==> config.mk <==
export PLATFORM = sky130hd
export DESIGN_NAME = uart_tx_ctrl
export DESIGN_NICKNAME = d
export VERILOG_FILES = /design/src/rtl/uart_pkg.sv /design/src/rtl/uart_tx_serializer.sv /design/src/rtl/uart_tx_ctrl.sv
export SDC_FILE = /design/constraint.sdc
export NUM_CORES = 1
export LEC_CHECK = 0
export CAP_MARGIN = 10
export CORE_MARGIN = 2
export CORE_UTILIZATION = 47
export DETAILED_ROUTE_END_ITERATION = 12
export GPL_TIMING_DRIVEN = 0
export PLACE_DENSITY = 0.76
export SYNTH_ARGS = -nofsm -noshare
export SYNTH_HDL_FRONTEND = slang
export SYNTH_SLANG_ARGS = --single-unit
==> constraint.sdc <==
create_clock -name clk -period 1.85 [get_ports clk]
set_input_delay 0.185 -clock clk [delete_from_list [all_inputs] [get_ports clk]]
set_output_delay 0.185 -clock clk [all_outputs]
set_load 0.01 [all_outputs]
==> src/rtl/uart_pkg.sv <==
// Shared definitions for the UART transmit path: FSM encoding, parity codes
// and the default payload width.
package uart_pkg;

    localparam int DEFAULT_DATA_WIDTH = 8;

    localparam logic PAR_EVEN = 1'b0;
    localparam logic PAR_ODD  = 1'b1;

    typedef enum logic [2:0] {
        ST_IDLE   = 3'd0,
        ST_START  = 3'd1,
        ST_DATA   = 3'd2,
        ST_PARITY = 3'd3,
        ST_STOP   = 3'd4
    } tx_state_t;

endpackage

==> src/rtl/uart_tx_serializer.sv <==
// Payload shift register and data-bit counter; ser_bit is the next LSB to put
// on the line and ser_done flags the cycle in which the last data bit is out.
module uart_tx_serializer
    import uart_pkg::*;
#(
    parameter int DATA_WIDTH = DEFAULT_DATA_WIDTH
) (
    input  logic                  clk,
    input  logic                  rst,
    input  logic                  load,
    input  logic [DATA_WIDTH-1:0] data,
    input  logic                  shift,
    input  logic                  active,
    output logic                  ser_bit,
    output logic                  ser_done
);

    localparam int CNT_W = (DATA_WIDTH > 1) ? $clog2(DATA_WIDTH) : 1;
    localparam logic [CNT_W-1:0] LAST_BIT = CNT_W'(DATA_WIDTH - 1);

    logic [DATA_WIDTH-1:0] shreg;
    logic [CNT_W-1:0]      bit_cnt;

    // bit_cnt is the index of the data bit currently on the line while active;
    // it wraps to zero as the last bit leaves so the next frame starts clean.
    always_ff @(posedge clk or negedge rst) begin
        if (!rst) begin
            shreg   <= '0;
            bit_cnt <= '0;
        end else if (load) begin
            shreg   <= data;
            bit_cnt <= '0;
        end else begin
            if (shift) begin
                shreg <= shreg >> 1;
            end
            if (active) begin
                bit_cnt <= (bit_cnt == LAST_BIT) ? '0 : bit_cnt + CNT_W'(1);
            end
        end
    end

    assign ser_bit  = shreg[0];
    assign ser_done = active && (bit_cnt == LAST_BIT);

endmodule

==> src/rtl/uart_tx_ctrl.sv <==
// UART transmit controller: frame FSM, parity and registered line driver.
// Define UART_TX_PARITY_EN to compile in the optional parity bit.
module uart_tx_ctrl
    import uart_pkg::*;
#(
    parameter int DATA_WIDTH = DEFAULT_DATA_WIDTH
) (
    input  logic                  clk,
    input  logic                  rst,
    input  logic [DATA_WIDTH-1:0] p_data,
    input  logic                  data_valid,
    input  logic                  par_en,
    input  logic                  par_typ,
    output logic                  tx_out,
    output logic                  busy,
    output tx_state_t             state
);

    // Request semantics: data_valid is a level sampled only while IDLE; the
    // edge that sees it high is the accept edge, and the start bit occupies
    // the very next bit period. There is no back-pressure signal other than busy.

    tx_state_t state_next;
    logic      tx_next;
    logic      busy_next;
    logic      load;
    logic      shift;
    logic      ser_active;
    logic      ser_bit;
    logic      ser_done;

    assign ser_active = (state == ST_DATA);

    uart_tx_serializer #(
        .DATA_WIDTH (DATA_WIDTH)
    ) u_serializer (
        .clk      (clk),
        .rst      (rst),
        .load     (load),
        .data     (p_data),
        .shift    (shift),
        .active   (ser_active),
        .ser_bit  (ser_bit),
        .ser_done (ser_done)
    );

`ifdef UART_TX_PARITY_EN
    logic par_en_q;
    logic par_bit_q;

    // The payload is shifted away during DATA, so the parity bit is resolved
    // from par_typ and p_data at the accept edge.
    always_ff @(posedge clk or negedge rst) begin
        if (!rst) begin
            par_en_q  <= 1'b0;
            par_bit_q <= 1'b0;
        end else if (load) begin
            par_en_q  <= par_en;
            par_bit_q <= (par_typ == PAR_ODD) ? ~(^p_data) : (^p_data);
        end
    end
`else
    logic unused_par_inputs;
    assign unused_par_inputs = par_en ^ par_typ;
`endif

    // Next-state and next-output decode; outputs are registered together with
    // the state so tx_out and busy always describe the current state.
    always_comb begin
        state_next = state;
        tx_next    = 1'b1;
        busy_next  = 1'b0;
        load       = 1'b0;
        shift      = 1'b0;

        unique case (state)
            ST_IDLE: begin
                if (data_valid) begin
                    load       = 1'b1;
                    state_next = ST_START;
                    tx_next    = 1'b0;
                    busy_next  = 1'b1;
                end
            end
            ST_START: begin
                state_next = ST_DATA;
                tx_next    = ser_bit;
                busy_next  = 1'b1;
                shift      = 1'b1;
            end
            ST_DATA: begin
                busy_next = 1'b1;
                if (ser_done) begin
`ifdef UART_TX_PARITY_EN
                    if (par_en_q) begin
                        state_next = ST_PARITY;
                        tx_next    = par_bit_q;
                    end else begin
                        state_next = ST_STOP;
                        tx_next    = 1'b1;
                    end
`else
                    state_next = ST_STOP;
                    tx_next    = 1'b1;
`endif
                end else begin
                    tx_next = ser_bit;
                    shift   = 1'b1;
                end
            end
`ifdef UART_TX_PARITY_EN
            ST_PARITY: begin
                state_next = ST_STOP;
                tx_next    = 1'b1;
                busy_next  = 1'b1;
            end
`endif
            ST_STOP: begin
                state_next = ST_IDLE;
            end
            default: begin
                state_next = ST_IDLE;
            end
        endcase
    end

    always_ff @(posedge clk or negedge rst) begin
        if (!rst) begin
            state  <= ST_IDLE;
            tx_out <= 1'b1;
            busy   <= 1'b0;
        end else begin
            state  <= state_next;
            tx_out <= tx_next;
            busy   <= busy_next;
        end
    end

endmodule

## Word-level counts from Yosys, hierarchy flattened

Cells that the tools add are included.

| operators by class | value |
|---|---|
| add/sub/neg operators | 1 |
| equal/unequal tests | 5 |
| multiplexer cells | 16 |
| reduce and logical (&&, ||, !) cells | 6 |

Operator list:

| operator | number |
|---|---|
| 8-bit two-way mux | 2 |
| 3-bit two-way mux | 5 |
| 3-bit one-hot mux with 3 select lines | 1 |
| 1-bit two-way mux | 5 |
| 2-bit inequality test, second input constant | 2 |
| 1-bit one-hot mux with 2 select lines | 2 |
| 2-bit nonzero test | 2 |
| 3-bit by 1-bit adder with 3-bit output, second input constant | 1 |
| 3-bit by 1-bit == test with 1-bit output, second input constant | 1 |
| 3-bit by 2-bit == test with 1-bit output, second input constant | 1 |
| 3-bit == test, second input constant | 1 |
| 3-bit zero test | 1 |
| 1-bit one-hot mux with 3 select lines | 1 |
| 2-bit AND reduction | 1 |
| 2-bit OR reduction | 1 |
| 1-bit logical AND | 1 |

| word-level totals | value |
|---|---|
| register bits after elaboration | 16 |
| word-level logic and storage cells | 33 |

## Depth between registers and ports, before layout

Gate-level depths: netlist (run 1).

| depth | value |
|---|---|
| depth after elaboration | 6 |
| mapped depth | 5 |

## Cells and area by module

A second synthesis (run 1) with hierarchy kept.

| second synthesis, totals | value |
|---|---|
| cells, all modules | 73 |
| area total of the unflattened synthesis | 799.5 sq um |

By module, submodules not included:

| module | times used | cells an instance | area an instance (sq um) | sequential area each (sq um) |
|---|---|---|---|---|
| uart_tx_serializer | 1 | 49 | 526.8 | 275.3 |
| uart_tx_ctrl | 1 | 24 | 272.8 | 126.4 |

## Worst setup path before layout (run 1)

OpenSTA, ideal clock, no wires.

| timing path | value |
|---|---|
| path kind | register -> register |
| start | register state[0] |
| end | register u_serializer.shreg[1] |
| library setup time | 0.125 ns |
| arrival | 1.581 ns |
| data required time | 1.725 ns |
| slack | 0.145 ns |
| cell stages (with the launch flop) | 6 |
| cell sequence | dfrtp_1 -> buf_2 -> nor4b_4 -> buf_6 -> mux2_4 -> mux2_2 |

| between the ends | value |
|---|---|
| word-level cells in the longest chain between the ends | 5 |
| elaborated cells on any way between the ends | 9 |
| classes of those cells | eq/ne: 2; mux: 4; reduce/logical: 3 |

RTL lines:

| what | line | RTL |
|---|---|---|
| start: declaration | uart_tx_ctrl.sv:16 | `output tx_state_t state` |
| start signal: assignment | uart_tx_ctrl.sv:133 | `state <= state_next;` |
| 3-bit by 2-bit == test with 1-bit output | uart_tx_ctrl.sv:32, uart_tx_ctrl.sv:76 |  |
| 1-bit logical AND | uart_tx_serializer.sv:44 | `assign ser_done = active && (bit_cnt == LAST_BIT);` |
| 1-bit two-way mux | uart_tx_ctrl.sv:93 | `if (ser_done) begin` |
| 1-bit one-hot mux with 2 select lines | uart_tx_ctrl.sv:76 | `unique case (state)` |
| 2-bit nonzero test (no source line) | -- |  |
| end signal: assignment | uart_tx_serializer.sv:31 | `shreg <= data;` |
| end signal: assignment | uart_tx_serializer.sv:35 | `shreg <= shreg >> 1;` |
| end: declaration | uart_tx_serializer.sv:21 | `logic [DATA_WIDTH-1:0] shreg;` |

Parallel ways exist; a longest one is shown, timed or not.
A chain may end at the register's enable or synchronous reset.

## Worst setup path in the final report (run 1)

| timing path | value |
|---|---|
| start | register u_serializer.bit_cnt[0] |
| end | register u_serializer.shreg[0] |

| between the ends | value |
|---|---|
| word-level cells in the longest chain between the ends | 5 |

RTL lines:

| what | line | RTL |
|---|---|---|
| start: declaration | uart_tx_serializer.sv:22 | `logic [CNT_W-1:0] bit_cnt;` |
| start signal: assignment | uart_tx_serializer.sv:38 | `bit_cnt <= (bit_cnt == LAST_BIT) ? '0 : bit_cnt + CNT_W'(1);` |
| 3-bit == test | uart_tx_serializer.sv:44 |  |
| 1-bit logical AND | uart_tx_serializer.sv:44 |  |
| 1-bit two-way mux | uart_tx_ctrl.sv:93 |  |
| 1-bit one-hot mux with 2 select lines | uart_tx_ctrl.sv:76 |  |
| 2-bit nonzero test (no source line) | -- |  |

No other way between the ends.

==> results of run 1 <==
-- through the flow --
| stage | cells | area, um^2 | hold WS, ns | setup slack [ns] | total power [uW] |
|---|---|---|---|---|---|
| finish | 92 | 1040 | 0.325 | 0.0785 | 1610 |
| global route | 92 | 1040 | 0.387 | 0.00427 | 1730 |
| CTS | 89 | 997 | 0.342 | 0.0574 | 1540 |
| detailed placement | 85 | 955 | 0.494 | -0.0389 | 1300 |
| global placement | 85 | 955 | 0.481 | -0.0185 | 1270 |
| floorplan | 54 | 785 | -0.111 | 0.145 | 1100 |
-- cell type report --
cell class,instances,area (um^2)
multi-input cells,34,372
clock buffers,4,36.3
plain buffers,3,23.8
repair buffers,18,185
well taps,16,20.0
flip-flops and latches,16,402
fillers,126,499
inverters,1,3.75
-- Yosys cell counts --
library cell	n
a2111o_1	1
a211oi_1	1
a221o_1	2
a32o_1	2
and3_1	1
buf_2	1
buf_4	1
buf_6	1
dfrtp_1	15
dfstp_2	1
ha_1	2
inv_1	1
mux2_2	7
mux2_4	4
nand2_1	1
nor2_1	1
nor3_2	2
nor3b_1	1
nor4b_1	2
nor4b_2	1
nor4b_4	1
o21a_1	1
o21ai_0	2
or2_4	1
xor2_1	1
-- worst max-delay path: cells and delay by family, from the launching register on --
family,cells,cell delay (ns)
compound gates,1,0.21
fa+ha+maj,2,0.40
flops,1,0.40
buf+inv,1,0.14
simple gates,1,0.20
mux,1,0.32
-- where the power goes --
part	total [uW]	switching (uW)	internal, uW
combinational	806	296	510
sequential	583	79.0	504
clock	225	105	120
-- logic make-up (layout without fill, tap and decap cells) --
kind of cell             count (synthesis)  count (layout)  share of synthesized area, %
adder cells (fa/ha/maj)                  2               2                          3.19
XOR/XNOR                                 1               1                          1.12
AND/OR/NAND/NOR                         11              11                          13.6
flip-flops                              16              16                          51.2
buffers and inverters                    4              26                          3.51
multiplexers                            11              11                          17.7
AO/OA/AOI/OAI                            9               9                          9.73
-- path summary, 6_finish.rpt --
| kind | startpoint | end | slack [ns] | depth (start not counted) |
|---|---|---|---|---|
| worst max-delay path | u_serializer.bit_cnt[0]$_DFFE_PN0P_ | u_serializer.shreg[0]$_DFFE_PN0P_ | 0.08 | 6 |
| worst min-delay path | rst | u_serializer.shreg[1]$_DFFE_PN0P_ | 0.32 | 1 |
| worst max register to register | u_serializer.bit_cnt[0]$_DFFE_PN0P_ | u_serializer.shreg[0]$_DFFE_PN0P_ | 0.08 | 6 |
| worst min register to register | u_serializer.bit_cnt[2]$_DFFE_PN0P_ | u_serializer.bit_cnt[2]$_DFFE_PN0P_ | 0.52 | 1 |
| max in group asynchronous | rst | u_serializer.bit_cnt[2]$_DFFE_PN0P_ | 1.08 | 1 |
| min in group clk | p_data[7] | u_serializer.shreg[7]$_DFFE_PN0P_ | 0.47 | 3 |
-- registers in the layout, indices dropped and copies added (netlist names) --
signal                count
busy                      1
state                     3
tx_out                    1
u_serializer.bit_cnt      3
u_serializer.shreg        8
-- routing by layer --
| metal | GRT usage (%) | vias to the layer above | routed length (um) | part of all wire, % |
|---|---|---|---|---|
| li1 | - | 253 | - | - |
| met1 | 20.5 | 248 | 626 | 49 |
| met2 | 23.5 | 11 | 585 | 46 |
| met3 | 2.40 | 2 | 49 | 3.9 |
| met4 | 8.82 | 0 | 9 | 0.71 |
| met5 | 0 | - | 0 | 0 |
-- timing repair --
action / CTS / global route
setup endpoints to repair: 5 / 5
setup buffers: 0 / 3
pin swaps: 0 / 1
gates resized for setup: 1 / 3
==> results.sh, run 1 <==
export IMPL_avgSynthCellArea_um2=14.5
export IMPL_max_freq_mhz=564
export IMPL_dieArea_um2=2010
export IMPL_drive_above_1_share_pct=36.8
export IMPL_grt_pass1_vias=509
export IMPL_first_iter_violations=7
export IMPL_fin_crit_sh_pct=95.8
export IMPL_timing_worst_slew_pin_value_ns=0.715
export IMPL_syn_inst=54
export IMPL_cts_buffers=3
export IMPL_crit_arrival_ns=1.94
export IMPL_grt_use_total_pct=15.3
export IMPL_syn_to_final_growth_pct=32.9
export IMPL_cts_sinks=16
export IMPL_vias_per_cell=5.59
export IMPL_antenna_cells=0
export IMPL_crit_path_cell_trace="ha_1 -> ha_2 -> o21a_1 -> nor3_4 -> buf_12 -> mux2_2"
export IMPL_setup_tns_ns=0
export IMPL_final_nets=92
export IMPL_synth_top_area_share_pct=47.8
export IMPL_num_vias=514
export IMPL_crit_fanout=6
export IMPL_cts_tree="done"
export IMPL_insertion_delay_ns=0.28
export IMPL_hold_buffers=0
export IMPL_clock_skew_ns=0.000701
export IMPL_cts_max_level=1
export IMPL_netlist_top_cells_area="dfrtp_1 (48%), mux2_2 (10%), mux2_4 (7.7%)"
export IMPL_grt_pass1_wl_mm=2.18
export IMPL_cp_start_kind="register"
export IMPL_antenna_found_initial=0
export IMPL_yosysWarningCount=0
export IMPL_cts_path_max_buffers=2
export IMPL_crit_path_end_kind="register"
export IMPL_setup_viol=0
export IMPL_drtPass1Iterations=4
export IMPL_post_drt_wl_per_cell_um=13.8
export IMPL_worst_path_max_delay_cell="dfrtp_1"
export IMPL_gp_congestion=0.685
export IMPL_port_buffer_count=15
export IMPL_cap_violations=0
export IMPL_cellLeakagePower_uw=0.000467
export IMPL_synth_seq_cells=16
export IMPL_critPathKind="reg -> reg"
export IMPL_slew_headroom_pct=52.2
export IMPL_critPathMaxStageDelay_ns=0.40
export IMPL_cts_root_buf="clkbuf_4"
export IMPL_core_um2=1540
export IMPL_hpwl_um=947
export IMPL_hold_path_class="in -> async"
export IMPL_overflow=0
export IMPL_synth_cell_area_um2=785
export IMPL_dieWidth_um=44.9
export IMPL_rsz0062_at_grt="no"
export IMPL_crit_required_ns=2.02
export IMPL_slew_viol_final=0
export IMPL_hold_violations=0
export IMPL_postRouteAntennaNets=0
export IMPL_num_rows=14
export IMPL_post_route_util_pct=67.6
export IMPL_final_min_clock_period_ns=1.77
export IMPL_io_pins=18
export IMPL_synth_nets=69
export IMPL_drcViolationCount=0
export IMPL_synth_largest_area_cell="dfrtp_1"
export IMPL_clkTransAtPathRegs_ns=0.09
export IMPL_wl_mm=1.27
export IMPL_mostFrequentLayoutCells="dfrtp_1 (15), clkdlybuf4s50_1 (15), mux2_4 (6), mux2_2 (5)"
export IMPL_synth_cell_types=25
export IMPL_seq_area_frac_synth_pct=51.2
export IMPL_grt_max_degree=17
export IMPL_status="finished clean"
export IMPL_p_per_area_nw_per_um2=1550
export IMPL_ir_drop_v=0.000786
export IMPL_initial_core_util_pct=50.9
export IMPL_die_h_um=44.9
No activity file was read; power rests on OpenSTA's default activity.
==> inputs of run 2 (changes only) <==
HOLD_SLACK_MARGIN = 0.15   (was not set)
SKIP_CTS_REPAIR_TIMING = 1   (was not set)
==> results of run 2 <==
Final layout, timing and power as in run 1 (identical DEF).
Main changes from that run: overall routing resource usage 15.3% -> 15.2%; met1 usage 20.5% -> 20.4%
